[config.mk]
export PLATFORM = sky130hd
export DESIGN_NAME = snake_body_seq
export DESIGN_NICKNAME = d
export VERILOG_FILES = /design/src/rtl/snake_pkg.sv /design/src/rtl/snake_tile_cnt.sv /design/src/rtl/snake_body_seq.sv
export SDC_FILE = /design/constraint.sdc
export NUM_CORES = 1
export LEC_CHECK = 0
export CAP_MARGIN = 20
export CORE_MARGIN = 1.5
export CORE_UTILIZATION = 58
export DETAILED_ROUTE_END_ITERATION = 8
export PLACE_DENSITY_LB_ADDON = 0.08
export SLEW_MARGIN = 20
export SYNTH_ARGS = -nofsm -noshare
export SYNTH_HDL_FRONTEND = slang
export SYNTH_HIERARCHICAL = 1
export SYNTH_SLANG_ARGS = --single-unit
[constraint.sdc]
create_clock -name clk -period 10.79 [get_ports clk]
set_input_delay 1.079 -clock clk [delete_from_list [all_inputs] [get_ports clk]]
set_output_delay 1.079 -clock clk [all_outputs]
set_load 0.05 [all_outputs]
[src/rtl/snake_pkg.sv]
// rtl/snake_pkg.sv - shared states, select codes and control decode for the snake body sequencer
package snake_pkg;

    typedef enum logic [3:0] {
        ST_CLEAR     = 4'd0,
        ST_INIT      = 4'd1,
        ST_RENDER_LD = 4'd2,
        ST_RENDER    = 4'd3,
        ST_FOOD      = 4'd4,
        ST_STEP      = 4'd5,
        ST_SHIFT_LD  = 4'd6,
        ST_SHIFT_WR  = 4'd7,
        ST_WAIT      = 4'd8,
        ST_HEAD      = 4'd9
    } snake_state_e;

    // Body-RAM write-data select
    localparam logic [1:0] SEL_DEFAULT = 2'd0;
    localparam logic [1:0] SEL_HEAD    = 2'd1;
    localparam logic [1:0] SEL_PREV    = 2'd2;

    // Pixel source select
    localparam logic [1:0] SRC_BODY = 2'd0;
    localparam logic [1:0] SRC_HEAD = 2'd1;
    localparam logic [1:0] SRC_FOOD = 2'd2;

    typedef struct packed {
        logic       ram_we;
        logic [1:0] ram_sel;
        logic       curr_ld;
        logic       prev_ld;
        logic       head_ld;
        logic       draw_en;
        logic [1:0] draw_src;
    } snake_ctl_t;

    // Strobes belonging to a state; everything not listed stays 0
    function automatic snake_ctl_t ctl_decode(snake_state_e st);
        snake_ctl_t c;
        c = '0;
        case (st)
            ST_CLEAR, ST_INIT: begin
                c.ram_we  = 1'b1;
                c.ram_sel = SEL_DEFAULT;
            end
            ST_RENDER_LD, ST_SHIFT_LD: c.curr_ld = 1'b1;
            ST_RENDER: begin
                c.draw_en  = 1'b1;
                c.draw_src = SRC_BODY;
            end
            ST_FOOD: begin
                c.draw_en  = 1'b1;
                c.draw_src = SRC_FOOD;
            end
            ST_HEAD: begin
                c.draw_en  = 1'b1;
                c.draw_src = SRC_HEAD;
            end
            ST_STEP: begin
                c.head_ld = 1'b1;
                c.prev_ld = 1'b1;
                c.ram_sel = SEL_HEAD;
            end
            ST_SHIFT_WR: begin
                c.ram_we  = 1'b1;
                c.ram_sel = SEL_PREV;
                c.prev_ld = 1'b1;
            end
            default: c = '0;
        endcase
        return c;
    endfunction

endpackage

[src/rtl/snake_tile_cnt.sv]
// rtl/snake_tile_cnt.sv - pixel-within-tile counter with last-pixel flag
module snake_tile_cnt #(
    parameter int PIX_W = 4
) (
    input  logic             clk,
    input  logic             rst,
    input  logic             clr_i,
    input  logic             en_i,
    output logic [PIX_W-1:0] cnt_o,
    output logic             done_o
);

    logic [PIX_W-1:0] cnt_q;
    logic [PIX_W-1:0] cnt_d;

    // Count while enabled, wrapping to 0 after the last pixel so the next tile starts clean
    always_comb begin
        cnt_d = cnt_q;
        if (clr_i) begin
            cnt_d = '0;
        end else if (en_i) begin
            cnt_d = cnt_q + PIX_W'(1);
        end
    end

    // Counter register
    always_ff @(posedge clk or posedge rst) begin
        if (rst) begin
            cnt_q <= '0;
        end else begin
            cnt_q <= cnt_d;
        end
    end

    assign cnt_o  = cnt_q;
    assign done_o = en_i && (cnt_q == '1);

endmodule

[src/rtl/snake_body_seq.sv]
// rtl/snake_body_seq.sv - snake body RAM clear/render/shift sequencer
module snake_body_seq
    import snake_pkg::*;
#(
    parameter int ADDR_W    = 11,
    parameter int MAX_LEN   = 1024,
    parameter int INIT_LEN  = 3,
    parameter int GROW_STEP = 5,
    parameter int PIX_W     = 4
) (
    input  logic              clk,
    input  logic              rst,
    input  logic              clr_done,
    input  logic              tick,
    input  logic              pause,
    input  logic              grow,
    input  logic              dead,
    output logic [ADDR_W-1:0] ram_addr,
    output logic              ram_we,
    output logic [1:0]        ram_sel,
    output logic              curr_ld,
    output logic              prev_ld,
    output logic              head_ld,
    output logic              draw_en,
    output logic [1:0]        draw_src,
    output logic [PIX_W-1:0]  pix_idx,
    output logic [ADDR_W:0]   length,
    output logic              full,
    output logic              busy
);

    localparam logic [ADDR_W-1:0] LAST_ADDR  = ADDR_W'(MAX_LEN - 1);
    localparam logic [ADDR_W:0]   MAX_LEN_V  = (ADDR_W+1)'(MAX_LEN);
    localparam logic [ADDR_W:0]   INIT_LEN_V = (ADDR_W+1)'(INIT_LEN);
    localparam logic [ADDR_W+1:0] GROW_V     = (ADDR_W+2)'(GROW_STEP);

    snake_state_e      state_q, state_d;
    logic [ADDR_W-1:0] addr_q, addr_d;
    logic [ADDR_W:0]   len_q, len_d;
    snake_ctl_t        ctl_q;

    logic [ADDR_W:0]   addr_ext;
    logic [ADDR_W:0]   len_m1;
    logic              more_segs;
    logic [ADDR_W+1:0] grow_sum;
    logic              tile_en;
    logic              tile_done;
    logic [PIX_W-1:0]  pix_cnt;

    assign addr_ext  = {1'b0, addr_q};
    assign len_m1    = len_q - (ADDR_W+1)'(1);
    assign more_segs = addr_ext < len_m1;
    assign grow_sum  = {1'b0, len_q} + GROW_V;
    assign tile_en   = (state_q == ST_RENDER) || (state_q == ST_FOOD) || (state_q == ST_HEAD);

    snake_tile_cnt #(
        .PIX_W (PIX_W)
    ) u_tile_cnt (
        .clk    (clk),
        .rst    (rst),
        .clr_i  (dead),
        .en_i   (tile_en),
        .cnt_o  (pix_cnt),
        .done_o (tile_done)
    );

    // Length: saturating grow, dead restores the starting length and wins over grow
    always_comb begin
        len_d = len_q;
        if (dead) begin
            len_d = INIT_LEN_V;
        end else if (grow) begin
            len_d = (grow_sum > {1'b0, MAX_LEN_V}) ? MAX_LEN_V : grow_sum[ADDR_W:0];
        end
    end

    // Next state and address; addr is parked at 0 in states that do not use it
    always_comb begin
        state_d = state_q;
        addr_d  = addr_q;
        case (state_q)
            ST_CLEAR: begin
                // The cycle straight out of reset has no write, so the address holds
                // until a write actually happens and address 0 is never skipped.
                if (ctl_q.ram_we) begin
                    addr_d = (addr_q == LAST_ADDR) ? '0 : addr_q + ADDR_W'(1);
                end
                if (clr_done) begin
                    state_d = ST_INIT;
                    addr_d  = '0;
                end
            end
            ST_INIT: begin
                if (more_segs) begin
                    addr_d = addr_q + ADDR_W'(1);
                end else begin
                    state_d = ST_RENDER_LD;
                    addr_d  = '0;
                end
            end
            ST_RENDER_LD: state_d = ST_RENDER;
            ST_RENDER: begin
                if (tile_done) begin
                    if (more_segs) begin
                        state_d = ST_RENDER_LD;
                        addr_d  = addr_q + ADDR_W'(1);
                    end else begin
                        state_d = ST_FOOD;
                        addr_d  = '0;
                    end
                end
            end
            ST_FOOD: begin
                if (tile_done) begin
                    state_d = ST_STEP;
                end
            end
            ST_STEP: begin
                state_d = ST_SHIFT_LD;
                addr_d  = '0;
            end
            ST_SHIFT_LD: state_d = ST_SHIFT_WR;
            ST_SHIFT_WR: begin
                if (more_segs) begin
                    state_d = ST_SHIFT_LD;
                    addr_d  = addr_q + ADDR_W'(1);
                end else begin
                    state_d = ST_WAIT;
                    addr_d  = '0;
                end
            end
            ST_WAIT: begin
                if (tick && !pause) begin
                    state_d = ST_HEAD;
                end
            end
            ST_HEAD: begin
                if (tile_done) begin
                    state_d = ST_RENDER_LD;
                    addr_d  = '0;
                end
            end
            default: begin
                state_d = ST_CLEAR;
                addr_d  = '0;
            end
        endcase
        if (dead) begin
            state_d = ST_CLEAR;
            addr_d  = '0;
        end
    end

    // State, address, length and strobes; strobes are registered from the next state
    always_ff @(posedge clk or posedge rst) begin
        if (rst) begin
            state_q <= ST_CLEAR;
            addr_q  <= '0;
            len_q   <= INIT_LEN_V;
            ctl_q   <= '0;
        end else begin
            state_q <= state_d;
            addr_q  <= addr_d;
            len_q   <= len_d;
            ctl_q   <= ctl_decode(state_d);
        end
    end

    assign ram_addr = addr_q;
    assign ram_we   = ctl_q.ram_we;
    assign ram_sel  = ctl_q.ram_sel;
    assign curr_ld  = ctl_q.curr_ld;
    assign prev_ld  = ctl_q.prev_ld;
    assign head_ld  = ctl_q.head_ld;
    assign draw_en  = ctl_q.draw_en;
    assign draw_src = ctl_q.draw_src;
    assign pix_idx  = pix_cnt;
    assign length   = len_q;
    assign full     = (len_q == MAX_LEN_V);
    assign busy     = (state_q != ST_WAIT);

endmodule

* Word-level counts from Yosys, hierarchy flattened *
Index checks and enable logic that the tools add are counted.

storage, ports and cells
  logic and storage cells = 86
  flip-flop bits (word level) = 40

cells by class
  add/subtract/negate cells = 4
  magnitude comparators = 2
  mux-type cells = 29
  eq/ne operators = 25
  reductions and logical operators = 15

operator list
  operator                                                count
  two-way mux 11 bit                                      7
  one-hot mux 11 bit (5 select lines)                     1
  two-way mux 4 bit                                       10
  one-hot mux 4 bit (10 select lines)                     1
  two-way mux 12 bit                                      3
  equality test 4 x 3 -> 1 bit (second input constant)    8
  equality test 4 x 2 -> 1 bit (second input constant)    4
  equality test 4 bit (second input constant)             4
  adder 12 x 3 -> 13 bit (second input constant)          1
  > comparator 13 x 11 -> 1 bit (second input constant)   1
  equality test 12 x 11 -> 1 bit (second input constant)  1
  less-than comparator 11 x 12 -> 1 bit                   1
  subtractor 12 x 1 -> 12 bit (second input constant)     1
  adder 11 x 1 -> 11 bit (second input constant)          1
  equality test 11 x 10 -> 1 bit (second input constant)  1
  one-hot mux 3 bit (3 select lines)                      1
  equality test 4 x 1 -> 1 bit (second input constant)    2
  zero test 4 bit                                         2
  != test 4 bit (second input constant)                   2
  != test 3 bit (second input constant)                   2
  OR reduction 2 bit                                      3
  adder 4 x 1 -> 4 bit (second input constant)            1
  two-way mux 1 bit                                       4
  one-hot mux 2 bit (2 select lines)                      1
  9 further kinds                                         12

* Depth between registers and ports, before layout *
  depth in word-level cells = 10
  gate-level depth with buffers = 15
  depth with buffers taken out = 14

* Cells and area by module *
The synthesis kept the hierarchy.

modules (own cells, without submodules)
  module          seq. area each (µm²)  times used  cells each  area each (µm²)
  snake_body_seq  878.3                 1           308         2576.2
  snake_tile_cnt  100.1                 1           19          231.5

* Worst setup path before layout *
No wires, ideal clock.

  path kind = register to output
  start = register len_q[8], in the netlist length[8]
  end = output port full
  arrival time = 2788 ps
  cell stages (with the launch flop) = 5
  path slack = 6923 ps
  path through = dfrtp_1 > buf_2 > nor4_2 > nand2b_1 > nor4_1

on the way
  word-level cells in the longest chain between the ends = 1

RTL lines
  element                         RTL line               text
  start: declaration              snake_body_seq.sv:39   logic [ADDR_W:0] len_q, len_d;
  start signal: assignment        snake_body_seq.sv:164  len_q <= len_d;
  equality test 12 x 11 -> 1 bit  snake_body_seq.sv:179  assign full = (len_q == MAX_LEN_V);
  end: declaration                snake_body_seq.sv:28   output logic full,

Every way passes these cells.

* Worst setup path after layout *
  start = register len_q[5], in the netlist length[5]
  end = output port full

The elaborated chain is that of the path after synthesis.

==> impl_metrics.env <==
export IMPL_timing_hold_ws_ns=0.624
export IMPL_postLayoutCellArea_um2=3320
export IMPL_ys_warn_count=6
export IMPL_synthXorXnorAreaFrac_pct=4.06
export IMPL_power_internal_uw=232
export IMPL_synth_compound_area_share_pct=18.0
export IMPL_post_cts_buffers=0
export IMPL_fin_setup_tns_ns=0
export IMPL_syn_inst=327
export IMPL_n_antenna_cell=0
export IMPL_max_stage_delay_ns=0.87
export IMPL_grt_usage_pct=24.6
export IMPL_r2r_start="length[3]"
export IMPL_period_needed_ns=3.72
export IMPL_final_layout_size_suffix_gt1_share_pct=7.76
export IMPL_critical_path_class="flop to primary output"
export IMPL_fmaxAchievable_mhz=269
export IMPL_hold_violations=0
export IMPL_antenna_found_initial=0
export IMPL_worstSetupEndpoint="full"
export IMPL_synth_mux_area_share_pct=2.99
export IMPL_fp_dieH_um=72.6
export IMPL_status="complete, no violations"
export IMPL_nNetsFinal=382
export IMPL_grt_pass1_vias=2248
export IMPL_worst_pin_slew_ns=0.647
export IMPL_numPortBuffers=44
export IMPL_switching_share_pct=35.8
export IMPL_drt_pre_antenna_iters=5
export IMPL_num_vias=2523
export IMPL_power_leakage_uw=0.00139
export IMPL_p_sw_uw=129
export IMPL_ant_nets=0
export IMPL_drtIter0Drc=195
export IMPL_synthSimpleGateAreaFrac_pct=28.6
export IMPL_rsz0062_at_grt="no"
export IMPL_regArea_um2=978
export IMPL_syn_avg_cell_area_um2=8.59
export IMPL_synth_area_um2=2810
export IMPL_cts_tree="built"
export IMPL_cts_buffers_inserted=5
export IMPL_final_cell_mix="44 x clkdlybuf4s50_1, 37 x nand2_1, 37 x dfrtp_1, 32 x nor2_1, 17 x nand3_1"
export IMPL_fin_crit_sh_pct=34.5
export IMPL_syn_nets=349
export IMPL_clkPwrFrac_pct=27.9
export IMPL_reg2regPathDepth=12
export IMPL_gp_routability_congestion=0.880
export IMPL_nFillCells=382
export IMPL_crit_fanout=13
export IMPL_ir_drop_v=0.0000848
export IMPL_start_util_pct=59.8
export IMPL_holdCritPathClass="flop to flop"
export IMPL_hold_buffers=0
export IMPL_clock_path_buffers=2
export IMPL_grt_max_degree=36
export IMPL_dieArea_um2=5270
export IMPL_synth_edf_count=0
export IMPL_worstReg2RegEnd="ram_we"
export IMPL_max_slew_margin_pct=56.6
export IMPL_multiInputGateArea_um2=1690
export IMPL_crit_chain="nor4_2 -> nand2b_1 -> nor4_1 -> clkdlybuf4s50_1"
export IMPL_ctsResizeCount=0
export IMPL_clock_latency_ns=0.30
export IMPL_ys_flop_type="dfrtp_1"
export IMPL_clock_sinks=39
export IMPL_max_cap_violations=0
export IMPL_overflow=0
export IMPL_powerDensity_nw_per_um2=109
export IMPL_ios=45
export IMPL_layout_commonest_cell="clkdlybuf4s50_1"
export IMPL_total_power_uw=362
export IMPL_critPathLaunch="length[5]"
export IMPL_r2r_slack_ns=7.12
export IMPL_startpoint_type="flop"
export IMPL_setup_violations=0
export IMPL_wirelength_mm=6.39
export IMPL_p_seq_share_pct=45.8
export IMPL_htreeDepth=2
export IMPL_yosysUniqueCellTypes=62
export IMPL_fin_skew_ns=0.00555
export IMPL_required_ns=9.71
export IMPL_pwr_share_comb_pct=26.3
export IMPL_core_um2=4690
export IMPL_slew_viol_final=0
export IMPL_drc_errors=0
export IMPL_synth_top_family_by_area="simple AND/OR/NAND/NOR gates"
export IMPL_cts_root_buffer="clkbuf_8"
export IMPL_synth_seq_cells=39
export IMPL_syn_to_final_growth_pct=18.1
export IMPL_synth_adder_area_share_pct=6.68
export IMPL_cts_reportedPaths_clkPinSlew_ns=0.08
export IMPL_avgRoutedWirePerCell_um=15.4
export IMPL_hpwl_mm=4.55
export IMPL_vias_per_cell=6.08
export IMPL_std_cell_rows=25
export IMPL_post_dp_cell_area_um2=3230
export IMPL_yosysSeqAreaShare_pct=34.8
export IMPL_crit_path_end_kind="primary output"
export IMPL_worstPathArrival_ns=2.64
export IMPL_ys_async_sr_fraction_pct=100
export IMPL_grt_pass1_wl_mm=10.3
export IMPL_fp_dieW_um=72.6
export IMPL_cp_slowest_cell="clkdlybuf4s50_1"
worst max-delay path: cells and delay by family (launching register included):
family        cells  cell delay [ns]
simple gates      3             0.91
buf+inv           1             0.87
flops             1             0.55
power groups by stage:
| stage | clock (uW) | sequential, uW | combinational [uW] |
|---|---|---|---|
| floorplan | 0 | 177 | 61.6 |
| global placement | 0 | 168 | 93.4 |
| detailed placement | 0 | 169 | 94.5 |
| CTS | 102 | 166 | 95.2 |
| global route | 107 | 168 | 103 |
| finish | 101 | 166 | 95.1 |
logic make-up (layout without fill, tap and decap cells):
group	count (synthesis)	after routing
adders and majority gates	15	15
muxes	7	7
DFF	39	39
xor gates and xnor gates	13	13
and+or+nand+nor	151	151
AOI/OAI and AO/OA	73	73
buffers and inverters	29	63
Yosys cell counts (2+ instances only):
| cell | number | share of area, % |
|---|---|---|
| a32oi_1 | 4 | 1.2 |
| o211ai_1 | 3 | 0.80 |
| ha_1 | 15 | 6.7 |
| inv_1 | 9 | 1.2 |
| a211oi_1 | 4 | 1.1 |
| nand3_1 | 17 | 3.0 |
| dfstp_2 | 2 | 1.9 |
| buf_4 | 4 | 1.1 |
| o31ai_1 | 6 | 1.6 |
| nor3_1 | 9 | 1.6 |
| nand2_1 | 37 | 4.9 |
| nor4_1 | 5 | 1.1 |
| nor2_1 | 32 | 4.3 |
| mux2_4 | 2 | 1.1 |
| nor3b_1 | 4 | 1.1 |
| mux2_2 | 3 | 1.2 |
| buf_2 | 3 | 0.53 |
| xnor2_1 | 9 | 2.8 |
| and2_1 | 5 | 1.1 |
| o22ai_1 | 3 | 0.67 |
| clkbuf_1 | 11 | 1.5 |
| dfrtp_1 | 37 | 33 |
| a31oi_1 | 4 | 0.89 |
| a221o_1 | 2 | 0.71 |
| mux2i_1 | 2 | 0.71 |
| a21oi_1 | 15 | 2.7 |
| and3_1 | 2 | 0.45 |
| nand3b_1 | 2 | 0.53 |
| or2_1 | 2 | 0.45 |
| nor2b_1 | 14 | 3.1 |
| a22o_1 | 4 | 1.2 |
| nand2b_1 | 5 | 1.1 |
| nand4_1 | 2 | 0.45 |
| o21ai_0 | 15 | 2.7 |
| or3_1 | 4 | 0.89 |
| xor2_1 | 4 | 1.2 |
metal layers:
layer	GRT usage [%]	wire, um	vias up
met4	6.08	62	0
li1	-	-	1245
met2	42.0	3200	63
met5	0	0	-
met1	32.7	2850	1208
met3	4.01	277	7
stage by stage:
stage	utilization (%)	instances	worst slack, ns
after global routing	70.7	415	6.89
final	70.7	415	7.07
after CTS	70.7	415	7.09
after floorplan	-	327	6.92
after global placement	68.8	407	7.23
after detailed placement	68.8	407	7.14
sequential cells by signal (all words and copies together), names as in the netlist:
| signal | count |
|---|---|
| draw_src | 2 |
| ram_we | 1 |
| ram_addr | 11 |
| curr_ld | 1 |
| draw_en | 1 |
| ram_sel | 2 |
| u_tile_cnt/cnt_o | 4 |
| prev_ld | 1 |
| length | 12 |
| state_q | 4 |
area by class of cell:
class                      instances  share of cell area, %
timing repair buffer              46                   13.7
clock buffer                       5                   2.07
sequential                        39                   29.5
multi-input combinational        259                   51.0
inverter                           9                   1.02
tap                               54                   2.04
clock inverter                     3                  0.604
worst min path at each step:
stage	start	end	slack (ns)	depth (start not counted)
after CTS	ram_addr[1]	ram_addr[1]	0.62	1
after global placement	length[1]	length[1]	0.60	2
after floorplan	length[1]	length[1]	0.68	2
after detailed placement	ram_addr[1]	ram_addr[1]	0.60	1
final	length[1]	length[1]	0.62	2
after global routing	length[1]	length[1]	0.65	2
Power figures use the tool's default switching activity.
